===== config.mk =====
export PLATFORM = sky130hd
export DESIGN_NAME = phy_tx_lane_sched
export DESIGN_NICKNAME = d
export VERILOG_FILES = /design/src/rtl/phy_tx_lane_sched.sv
export SDC_FILE = /design/constraint.sdc
export NUM_CORES = 1
export LEC_CHECK = 0
export ABC_CLOCK_PERIOD_IN_PS = 2700
export CAP_MARGIN = 15
export CELL_PAD_IN_SITES_DETAIL_PLACEMENT = 1
export CELL_PAD_IN_SITES_GLOBAL_PLACEMENT = 1
export CORE_MARGIN = 3
export CORE_UTILIZATION = 35
export CTS_CLUSTER_SIZE = 24
export DETAILED_ROUTE_END_ITERATION = 6
export GPL_ROUTABILITY_DRIVEN = 0
export HOLD_SLACK_MARGIN = 0.03
export PLACE_DENSITY = 0.81
export SYNTH_ARGS = -nofsm -noshare
export SYNTH_HDL_FRONTEND = slang
export SYNTH_SLANG_ARGS = --single-unit

===== constraint.sdc =====
create_clock -name clk -period 2.7 [get_ports clk]
set_input_delay 0.27 -clock clk [delete_from_list [all_inputs] [get_ports clk]]
set_output_delay 0.27 -clock clk [all_outputs]
set_load 0.05 [all_outputs]

===== src/rtl/phy_tx_lane_sched.sv =====
// PHY transmit lane scheduler: captures a 4-lane byte group and serializes it
// onto one byte stream, lane 0 first, with ready/valid on both sides.
module phy_tx_lane_sched #(
    parameter bit          SKIP_INVALID = 1'b1,
    parameter logic [7:0]  IDLE_BYTE    = 8'h00
) (
    input  logic        clk,
    input  logic        reset,
    input  logic [7:0]  in0,
    input  logic [7:0]  in1,
    input  logic [7:0]  in2,
    input  logic [7:0]  in3,
    input  logic        valid0,
    input  logic        valid1,
    input  logic        valid2,
    input  logic        valid3,
    output logic        in_ready,
    output logic [7:0]  data_out,
    output logic        valid_out,
    input  logic        out_ready,
    output logic [1:0]  lane_id,
    output logic        err_overrun,
    output logic [15:0] groups_sent
);

    localparam int unsigned W     = 8;
    localparam int unsigned LANES = 4;
    localparam int unsigned CW    = 16;

    typedef enum logic {
        ST_IDLE = 1'b0,
        ST_SEND = 1'b1
    } state_t;

    state_t                      r_state;
    logic [LANES-1:0][W-1:0]     r_buf;
    logic [LANES-1:0]            r_pend;
    logic [LANES-1:0]            r_vmask;
    logic                        r_err;
    logic [CW-1:0]               r_cnt;

    logic [LANES-1:0]            w_valid;
    logic [LANES-1:0]            w_cur_oh;
    logic [1:0]                  w_cur;
    logic                        w_found;
    logic                        w_present;
    logic                        w_xfer;
    logic                        w_last;
    logic                        w_in_ready;
    logic                        w_cap;
    logic [W-1:0]                w_byte;

    // Lowest pending lane is the one currently on the output.
    always_comb begin
        w_cur   = '0;
        w_found = 1'b0;
        for (int unsigned i = 0; i < LANES; i++) begin
            if (r_pend[i] && !w_found) begin
                w_cur   = 2'(i);
                w_found = 1'b1;
            end
        end
    end

    always_comb begin
        w_valid    = {valid3, valid2, valid1, valid0};
        w_present  = |w_valid;
        w_cur_oh   = LANES'(1) << w_cur;
        w_last     = (r_pend & ~w_cur_oh) == '0;
        w_xfer     = (r_state == ST_SEND) && out_ready;
        w_in_ready = !reset && ((r_state == ST_IDLE) || (w_xfer && w_last));
        w_cap      = w_in_ready && w_present;
        w_byte     = (!SKIP_INVALID && !r_vmask[w_cur]) ? IDLE_BYTE : r_buf[w_cur];
    end

    // A capture on the last beat overrides the return to IDLE, giving back-to-back groups.
    always_ff @(posedge clk) begin
        if (reset) begin
            r_state <= ST_IDLE;
            r_buf   <= '0;
            r_pend  <= '0;
            r_vmask <= '0;
            r_err   <= 1'b0;
            r_cnt   <= '0;
        end else begin
            r_err <= w_present && !w_in_ready;
            if (w_xfer) begin
                r_pend <= r_pend & ~w_cur_oh;
                if (w_last) begin
                    r_cnt   <= r_cnt + CW'(1);
                    r_state <= ST_IDLE;
                end
            end
            if (w_cap) begin
                r_buf   <= {in3, in2, in1, in0};
                r_pend  <= SKIP_INVALID ? w_valid : '1;
                r_vmask <= w_valid;
                r_state <= ST_SEND;
            end
        end
    end

    assign in_ready    = w_in_ready;
    assign valid_out   = (r_state == ST_SEND);
    assign data_out    = valid_out ? w_byte : '0;
    assign lane_id     = valid_out ? w_cur : '0;
    assign err_overrun = r_err;
    assign groups_sent = r_cnt;

endmodule


* Yosys cells after proc, flatten, opt, wreduce, memory -nomap -nowiden *
Cells that the tools add are included.

cells by class
  order comparisons = 1
  shifts and indexed selects = 1
  multiplexer cells = 15
  $add $sub $neg = 1
  reduce and logical (&&, ||, !) cells = 20
  bitwise operators = 3

operator list
  operator                 number
  $add A16 B1 Y16 const B  1
  $bmux W8 S2              1
  $mux W8                  2
  $logic_and A1 B1 Y1      8
  $mux W4                  2
  $mux W1                  7
  $mux W2                  3
  $logic_not A1 Y1         5
  $and A4 B4 Y4            1
  $logic_not A4 Y1         1
  $not A4 Y4               1
  $reduce_and A2 Y1        2
  $reduce_bool A2 Y1       2
  $reduce_or A4 Y1         1
  $shl A1 B2 Y4 const A    1
  $lt A2 B3 Y1 const B     1
  $logic_or A1 B1 Y1       1
  $not A1 Y1               1

word-level totals
  word-level logic and storage cells = 49
  bits in registers = 54
  output and inout bits = 29

* Logic depth before layout (Yosys ltp) *
  word-level depth = 20
  depth in mapped cells = 5

* Least setup slack after synthesis *
Ideal clock, no wire load.

  path kind = reg2reg
  from = reg r_state (netlist: valid_out)
  to = reg r_cnt[11] (netlist: groups_sent[11])
  setup time = 0.121 ns
  path buffers = 0
  clock period less this slack = 2.063 ns
  path slack = 0.637 ns
  data required time = 2.579 ns
  cell stages (with the launch flop) = 5
  arrival = 1.942 ns
  cells stage by stage = dfxtp_1 > and2_1 > nand4_1 > nor4b_1 > mux2_2

on the way
  longest elaborated chain between the ends = 2

RTL lines
  what                         RTL line  source
  from (decl)                  35        state_t r_state;
  from (signal assigned)       79        r_state <= ST_IDLE;
  from (signal assigned)       91        r_state <= ST_IDLE;
  from (signal assigned)       98        r_state <= ST_SEND;
  $logic_and A1 B1 Y1          70        w_xfer = (r_state == ST_SEND) && out_ready;
  $reduce_and A2 Y1 (no line)  --
  to (signal assigned)         90        r_cnt <= r_cnt + CW'(1);
  to (decl)                    40        logic [CW-1:0] r_cnt;

No other way between the ends.
A chain may end at the register's enable or synchronous reset.

* Worst setup path in the final report *
  from = reg r_pend[2]
  to = out data_out[6]

on the way
  longest elaborated chain between the ends = 8
  elaborated cells between the ends (all ways) = 9

RTL lines
  what                               RTL line  source
  from (decl)                        37        logic [LANES-1:0] r_pend;
  from (signal assigned)             88        r_pend <= r_pend & ~w_cur_oh;
  from (signal assigned)             96        r_pend <= SKIP_INVALID ? w_valid : '1;
  $logic_and A1 B1 Y1 (*)            58        if (r_pend[i] && !w_found) begin
  $mux W1                            58
  $logic_not A1 Y1                   58
  $logic_and A1 B1 Y1                58
  $mux W2 (*)                        58
  $bmux W8 S2 (*)                    73        w_byte = (!SKIP_INVALID && !r_vmask[w_cur]) ? IDLE_BYTE : r_buf[w_cur];
  $mux W8 (not written as such) (*)  73
  $mux W8 (*)                        105       assign data_out = valid_out ? w_byte : '0;
  to (decl)                          18        output logic [7:0] data_out,

Mark *: on every way between the ends. The rest lies on a longest branch, timed or not. The select of a mux whose other input is x is not followed.

==> impl_results.md <==
- Number of global-route vias before repair: approximately 2100
- Worst Tran Pin Value: roughly 660 ps
- Highest Clock Rate: about 0.42 GHz
- Relative slew slack: 0.558
- Die area: between 8000 and 9000 sq um
- Synth top area share: 0.419
- Fillers: about 800
- H-Tree Level Count: 2
- All-Layer GR Usage: 0.153
- Drt pass-1 iters: 4
- Synth-to-Final Area Change: 33.4%
- Setup Skew: between 7 and 8 ps
- Critical Path AT: 2110 ps
- Die Span Y: roughly 92 microns
- Rows: 30
- PostCTS Resize Cnt: 0
- Proportion of layout cells with a drive suffix above 1: 0.219
- Most frequent cell after synthesis: dfxtp_1
- Seq/Total Area, Yosys: 0.419
- Final Hold Vio Count: 0
- Critical Path Start Type: flop
- First-pass GRT wire length: 10400 microns
- Ranking of synthesized cells by area: dfxtp_1 (42%), mux2_2 (13%), nor2b_1 (9.2%)
- Worst hold path type: flop to flop
- CTS max path bufs: 2
- Asr flop ratio synth: 0
- CP max FO: 6
- Period utilization: 0.883
- FF+latch count, synth: 54
- Peak supply drop: approximately 0.00027 V
- Core Footprint: 6980 sq um
- Wirelength per Cell: approximately 15 microns
- Clk root buf: clkbuf_8
- Critical Path RT: around 2400 ps
- Synth Warn #: 0
- Overflow after GRT: 0
- Tmin final: between 2000 and 2500 ps
- Leakage: ~1.3 nW
- Synth cell types: 40
- FF-to-FF path depth: 5
- Synth area leader: dfxtp_1
- Antenna viol nets, final: 0
- Post-synth EDFFs: 0
- Most instantiated cells after synthesis: dfxtp_1 (54), nor2b_1 (38), mux2_2 (30), nor2_1 (14), a21oi_1 (10)
- Final setup violation count: 0
- Setup repair bufs after CTS: 0
- Via count: 2099
- Clock-pin slew on the worst setup and hold paths: ~100 ps
- Vias per std cell: 5.09
- Clock Latency Late Sink: roughly 300 ps
- Syn avg cell area: approximately 11 sq um
- Inserted Clock Buffers: 5
- Nets: approximately 350
- Clock sinks: 54
- Pwr Density: 518 nW/um^2
- Cts hold-fix bufs: 0
- Port Buf Inserts: 67
- Syn Inst Count: approximately 240
- DP Cell Count: ~400
- Antenna violations before repair: 0
- WS Path Type: flop to primary output
- Mapped Nets: 283
- Outcome: finished clean
- Post-DP HPWL: approximately 4800 microns
- Final TNS setup: 0 ps
- Post-route DRC: 0
- Hold WS: slightly above 500 ps
- Synth Cell Area: 2580 sq um
- IO Count: between 60 and 70
- CP Capture Type: primary output
- Largest net degree at the start of global routing: between 50 and 60
- DRT iter0 DRCs: 67
- Die W: between 90 and 100 microns
- Starting density of the core: 0.370
- Most used DFF post-synth: dfxtp_1
- WHS Path Cells: 2
- Max_cap viols: 0
- Non-filler cells, final: between 400 and 500
- Total Wirelength: approximately 6300 microns
- Max Slew Vio Count: 0
- CTS tree: built
- RSZ-0062 raised after global routing: false
cells in the final DEF (no fill, tap or decap), drive strengths merged, types with 4 or more instances in the layout:
| cell type | netlist | layout |
|---|---|---|
| clkdlybuf4s50 | 0 | 56 |
| dfxtp | 54 | 54 |
| mux2 | 39 | 39 |
| nor2b | 38 | 38 |
| buf | 5 | 18 |
| nor2 | 14 | 14 |
| a21oi | 10 | 10 |
| and2 | 9 | 9 |
| o21ai | 9 | 9 |
| mux4 | 8 | 8 |
| clkbuf | 6 | 6 |
| nand2 | 5 | 5 |
| or3 | 4 | 4 |
| o31ai | 4 | 4 |
| or4 | 4 | 4 |
power by group:
group / total [mW] / switching [mW] / internal [mW] / leakage (nW)
logic: 0.444 / 0.214 / 0.230 / 0.825
clock network: 0.447 / 0.263 / 0.184 / 0.0452
registers: 0.894 / 0.0369 / 0.857 / 0.446
area by class of cell:
cell class | count | area [sq um] | share of cell area
antenna | 1 | 2.50 | 0.000727
clock buffer | 6 | 72.6 | 0.0211
clock inverter | 2 | 13.8 | 0.00400
inverter | 3 | 11.3 | 0.00327
multi-input combinational | 175 | 1420 | 0.414
sequential | 54 | 1080 | 0.314
tap | 96 | 120 | 0.0349
timing repair buffer | 75 | 718 | 0.209
kinds of logic (layout without fill, tap and decap cells):
kind of cell,Yosys count,after routing,synth area share
adders and majority gates,1,1,0.00485
xor gates and xnor gates,3,3,0.0102
AOI/OAI and AO/OA,33,33,0.0897
DFF,54,54,0.419
buffers and inverters,14,86,0.0296
other,0,1,0
muxes,48,48,0.244
and+or+nand+nor,90,90,0.203
flip-flops by register name, indices dropped and copies added (netlist names):
register / flops
err_overrun: 1
r_pend: 4
r_buf: 32
valid_out: 1
groups_sent: 16
worst max-delay path, stage by stage (launching register included):
cell and delay [ps]:
dfxtp_1 450, nor2b_1 80, o21bai_1 200, buf_4 210
mux4_2 490, and2_1 190, buf_4 190
path summary, 6_finish.rpt:
kind                                 from  slack (ps)                           end
min reg2reg  groups_sent[14]$_SDFFE_PP0P_         510  groups_sent[14]$_SDFFE_PP0P_
max reg2reg        r_pend[1]$_SDFFE_PP0P_         660        r_buf[19]$_SDFFE_PP0P_
max                r_pend[2]$_SDFFE_PP0P_         320                   data_out[6]
min          groups_sent[14]$_SDFFE_PP0P_         510  groups_sent[14]$_SDFFE_PP0P_
metrics by stage:
| stage | total power [mW] | utilization | worst slack, ps | instance area (sq um) |
|---|---|---|---|---|
| 6_report | 1.78 | 0.493 | 317 | 3440 |
| 5_1_grt | 1.88 | 0.493 | 166 | 3440 |
| 4_1_cts | 1.82 | 0.492 | 73.9 | 3440 |
| 3_5_place_dp | 1.36 | 0.480 | 427 | 3350 |
| 3_3_place_gp | 1.35 | 0.480 | 498 | 3350 |
| 2_1_floorplan | 1.20 | - | 637 | 2580 |
layer usage:
| metal | up-vias | global-route usage | wire (microns) |
|---|---|---|---|
| met4 | 0 | 0.0371 | 52 |
| met2 | 55 | 0.266 | 3150 |
| met3 | 7 | 0.0361 | 346 |
| met1 | 1022 | 0.189 | 2710 |
| li1 | 1015 | - | - |
| met5 | - | 0 | 0 |
Power figures use the tool's default switching activity.
==> edit, RTL diff (config.mk and constraints unchanged) <==
The output `err_overrun` loses its register stage (`r_err` becomes a continuous assignment).
--- a/src/rtl/phy_tx_lane_sched.sv
+++ b/src/rtl/phy_tx_lane_sched.sv
@@ -81,8 +81,6 @@
             r_pend  <= '0;
             r_vmask <= '0;
-            r_err   <= 1'b0;
             r_cnt   <= '0;
         end else begin
-            r_err <= w_present && !w_in_ready;
             if (w_xfer) begin
                 r_pend <= r_pend & ~w_cur_oh;
@@ -101,4 +99,6 @@
     end
 
+    assign r_err = w_present && !w_in_ready;
+
     assign in_ready    = w_in_ready;
     assign valid_out   = (r_state == ST_SEND);
Check against the original RTL: not equivalent (a bounded check fails within 4 cycles, from zero or initial values and one cycle with reset high).
==> edit against the original RTL <==
Final cell count grew 1.2%. Count of clock-buffer cells in the layout shrank 1. Sequential power decreased by 1%. Maximum frequency down 1.3%. Synthesized area increased by 5.8%. Clock skew rose by 0.0038 ns. Sequential cell count is 1 lower. Register-to-register slack lost 0.22 ns. Routed wire length is 3.8% higher. Global-route usage fell by 0.46 points. Setup slack lost 0.032 ns. Power is 4.0% higher. Clock power increased by 11%. Final area increased by 3.4%. Critical path type unchanged. Largest cell class unchanged. Highest routed layer unchanged.
==> edit: results (changes against the original RTL) <==
run status=finished clean; total routing resource utilization after global routing=0.148 (-0.00461); total number of vias=2091 (-0.38%); Clock Tree Root=sky130_fd_sc_hd__clkbuf_8; static leakage=1.41 nW (+7.3%); maximum vdd drop=0.275 mV (+2.8%); wire length of the first global-routing pass=10.5 mm (+0.60%); largest net degree at the start of global routing=42 (-28%); initial antenna violation count=0 (unchanged); antenna diode count=0 (-1); top fanout value on the critical path=8 (+2); PostCTS Resize Cnt=0 (unchanged); wire length after detailed routing=6.50 mm (+3.8%); Post CTS Setup Buffer Count=0 (unchanged); most frequent cells after synthesis=53 x sky130_fd_sc_hd__dfxtp_1, 37 x sky130_fd_sc_hd__nor2b_1, 30 x sky130_fd_sc_hd__mux2_4, 15 x sky130_fd_sc_hd__nor2_1, 12 x sky130_fd_sc_hd__a21oi_1; share of the synthesized netlist area taken by xor and xnor gates=0.00962 (-0.000555); worst slew margin relative to its limit=0.587 (+0.0286); detailed router's first-iteration violation count=15 (-78%); clk_lat worst skew=0.31 ns; Top reg by flops=r_buf; Bufs on Longest Clock Path=2 (unchanged); compound-gate portion of the synthesized area=0.0811 (-0.00856); detailed placement HPWL=4.78 mm (+0.56%); drt via density=5.01 (-1.6%); async set or reset register ratio after synthesis=0 (unchanged); number of clock buffers inserted by TritonCTS=5 (unchanged); share of final-layout standard cells stronger than drive strength 1=0.239 (+0.0199); Yosys warning count=0 (unchanged); IO buf count=67 (unchanged); adder-cell share of the synthesized area=0.00825 (+0.00340); vias in the first global route=2185 (+2.2%); share of the yosys chip area belonging to registers=0.389 (-0.0302); layout net count=357 (+0.85%); data arrival time of the critical path=2.15 ns (+0.04 ns); number of levels in the clock H-tree=2 (unchanged); Clock Skew=0.0109 ns (+0.00385 ns); Synth Flop Type=sky130_fd_sc_hd__dfxtp_1; post-synthesis instance total=249 (+2.5%); number of different library cells in the post-synthesis netlist=38 (-5.0%); max reg flops=32 (unchanged); syn nets=289 (+2.1%); most area-consuming cells after synthesis=sky130_fd_sc_hd__dfxtp_1 39%, sky130_fd_sc_hd__mux2_4 16%, sky130_fd_sc_hd__nor2b_1 8.5%, sky130_fd_sc_hd__mux4_2 6.6%, sky130_fd_sc_hd__mux2_2 2.9%; number of placed cells counting well taps=409 (+1.5%); worst min path class=input pin to flop; multiplexer fraction of the synthesized cell area=0.264 (+0.0197); clock-pin slew of the registers on the worst-case setup and hold paths=0.11 ns; Pre-Repair DR Iteration Count=4 (unchanged)
## edit: cell count changes after synthesis, moves of 3 or more
cell / before / now
sky130_fd_sc_hd__mux2_2: 30 / 7
sky130_fd_sc_hd__mux2_1: 9 / 0
sky130_fd_sc_hd__nand2b_1: 0 / 4
sky130_fd_sc_hd__mux2_4: 0 / 30
sky130_fd_sc_hd__buf_12: 0 / 3
## edit: kinds of logic after synthesis
| kind of cell | Yosys count |
|---|---|
| and+or+nand+nor | 94 |
| buffers and inverters | 17 |
| DFF | 53 |
| xor gates and xnor gates | 3 |
| muxes | 46 |
| adders and majority gates | 2 |
| AOI/OAI and AO/OA | 34 |
## edit: per-stage QoR
stage | total power (W) | util | setup WS [ns] | cell area [um2]
5_1_grt | 0.00194 | 0.480 | 0.0998 | 3560
6_report | 0.00186 | 0.480 | 0.284 | 3560
4_1_cts | 0.00188 | 0.480 | 0.233 | 3560
2_1_floorplan | 0.00123 | - | 0.202 | 2730
3_5_place_dp | 0.00138 | 0.467 | 0.106 | 3460
3_3_place_gp | 0.00137 | 0.467 | 0.147 | 3460
## edit: area by class of cell
| class | instances | area (um2) |
|---|---|---|
| clock buffers | 5 | 68.8 |
| clock inverters | 3 | 28.8 |
| fillers | 817 | 3850 |
| inverters | 3 | 11.3 |
| multi-input cells | 179 | 1540 |
| flip-flops and latches | 53 | 1060 |
| well taps | 99 | 124 |
| repair buffers | 75 | 723 |
## edit: path summary, 6_finish.rpt
kind,endpoint,slack (ns),from,cells past startpoint
worst max-delay path,data_out[4],0.28,r_pend[2],6
worst min-delay path,groups_sent[1],0.36,reset,2
worst min register to register,groups_sent[14],0.51,groups_sent[14],2
worst max register to register,r_buf[30],0.44,r_pend[3],5
## edit: power by group
| group | leakage (nW) | switching [W] | internal, W |
|---|---|---|---|
| logic | 0.923 | 0.000217 | 0.000261 |
| registers | 0.438 | 0.0000387 | 0.000843 |
| clock network | 0.0511 | 0.000300 | 0.000197 |
| total | 1.41 | 0.000556 | 0.00130 |
## edit: routing by layer
metal / track usage / part of all wire / vias up
met1: 0.187 / 0.48 / 1011
met5: 0 / 0 / -
li1: - / - / 1024
met2: 0.264 / 0.48 / 51
met3: 0.0280 / 0.036 / 5
met4: 0.0289 / 0.0072 / 0
## edit: worst max-delay path, stage by stage (launching register included)
cell and delay, ns:
sky130_fd_sc_hd__dfxtp_1 0.48, sky130_fd_sc_hd__nor2b_1 0.08, sky130_fd_sc_hd__o21bai_1 0.18, sky130_fd_sc_hd__buf_4 0.22, sky130_fd_sc_hd__mux4_2 0.50, sky130_fd_sc_hd__and2_1 0.19
sky130_fd_sc_hd__buf_4 0.19
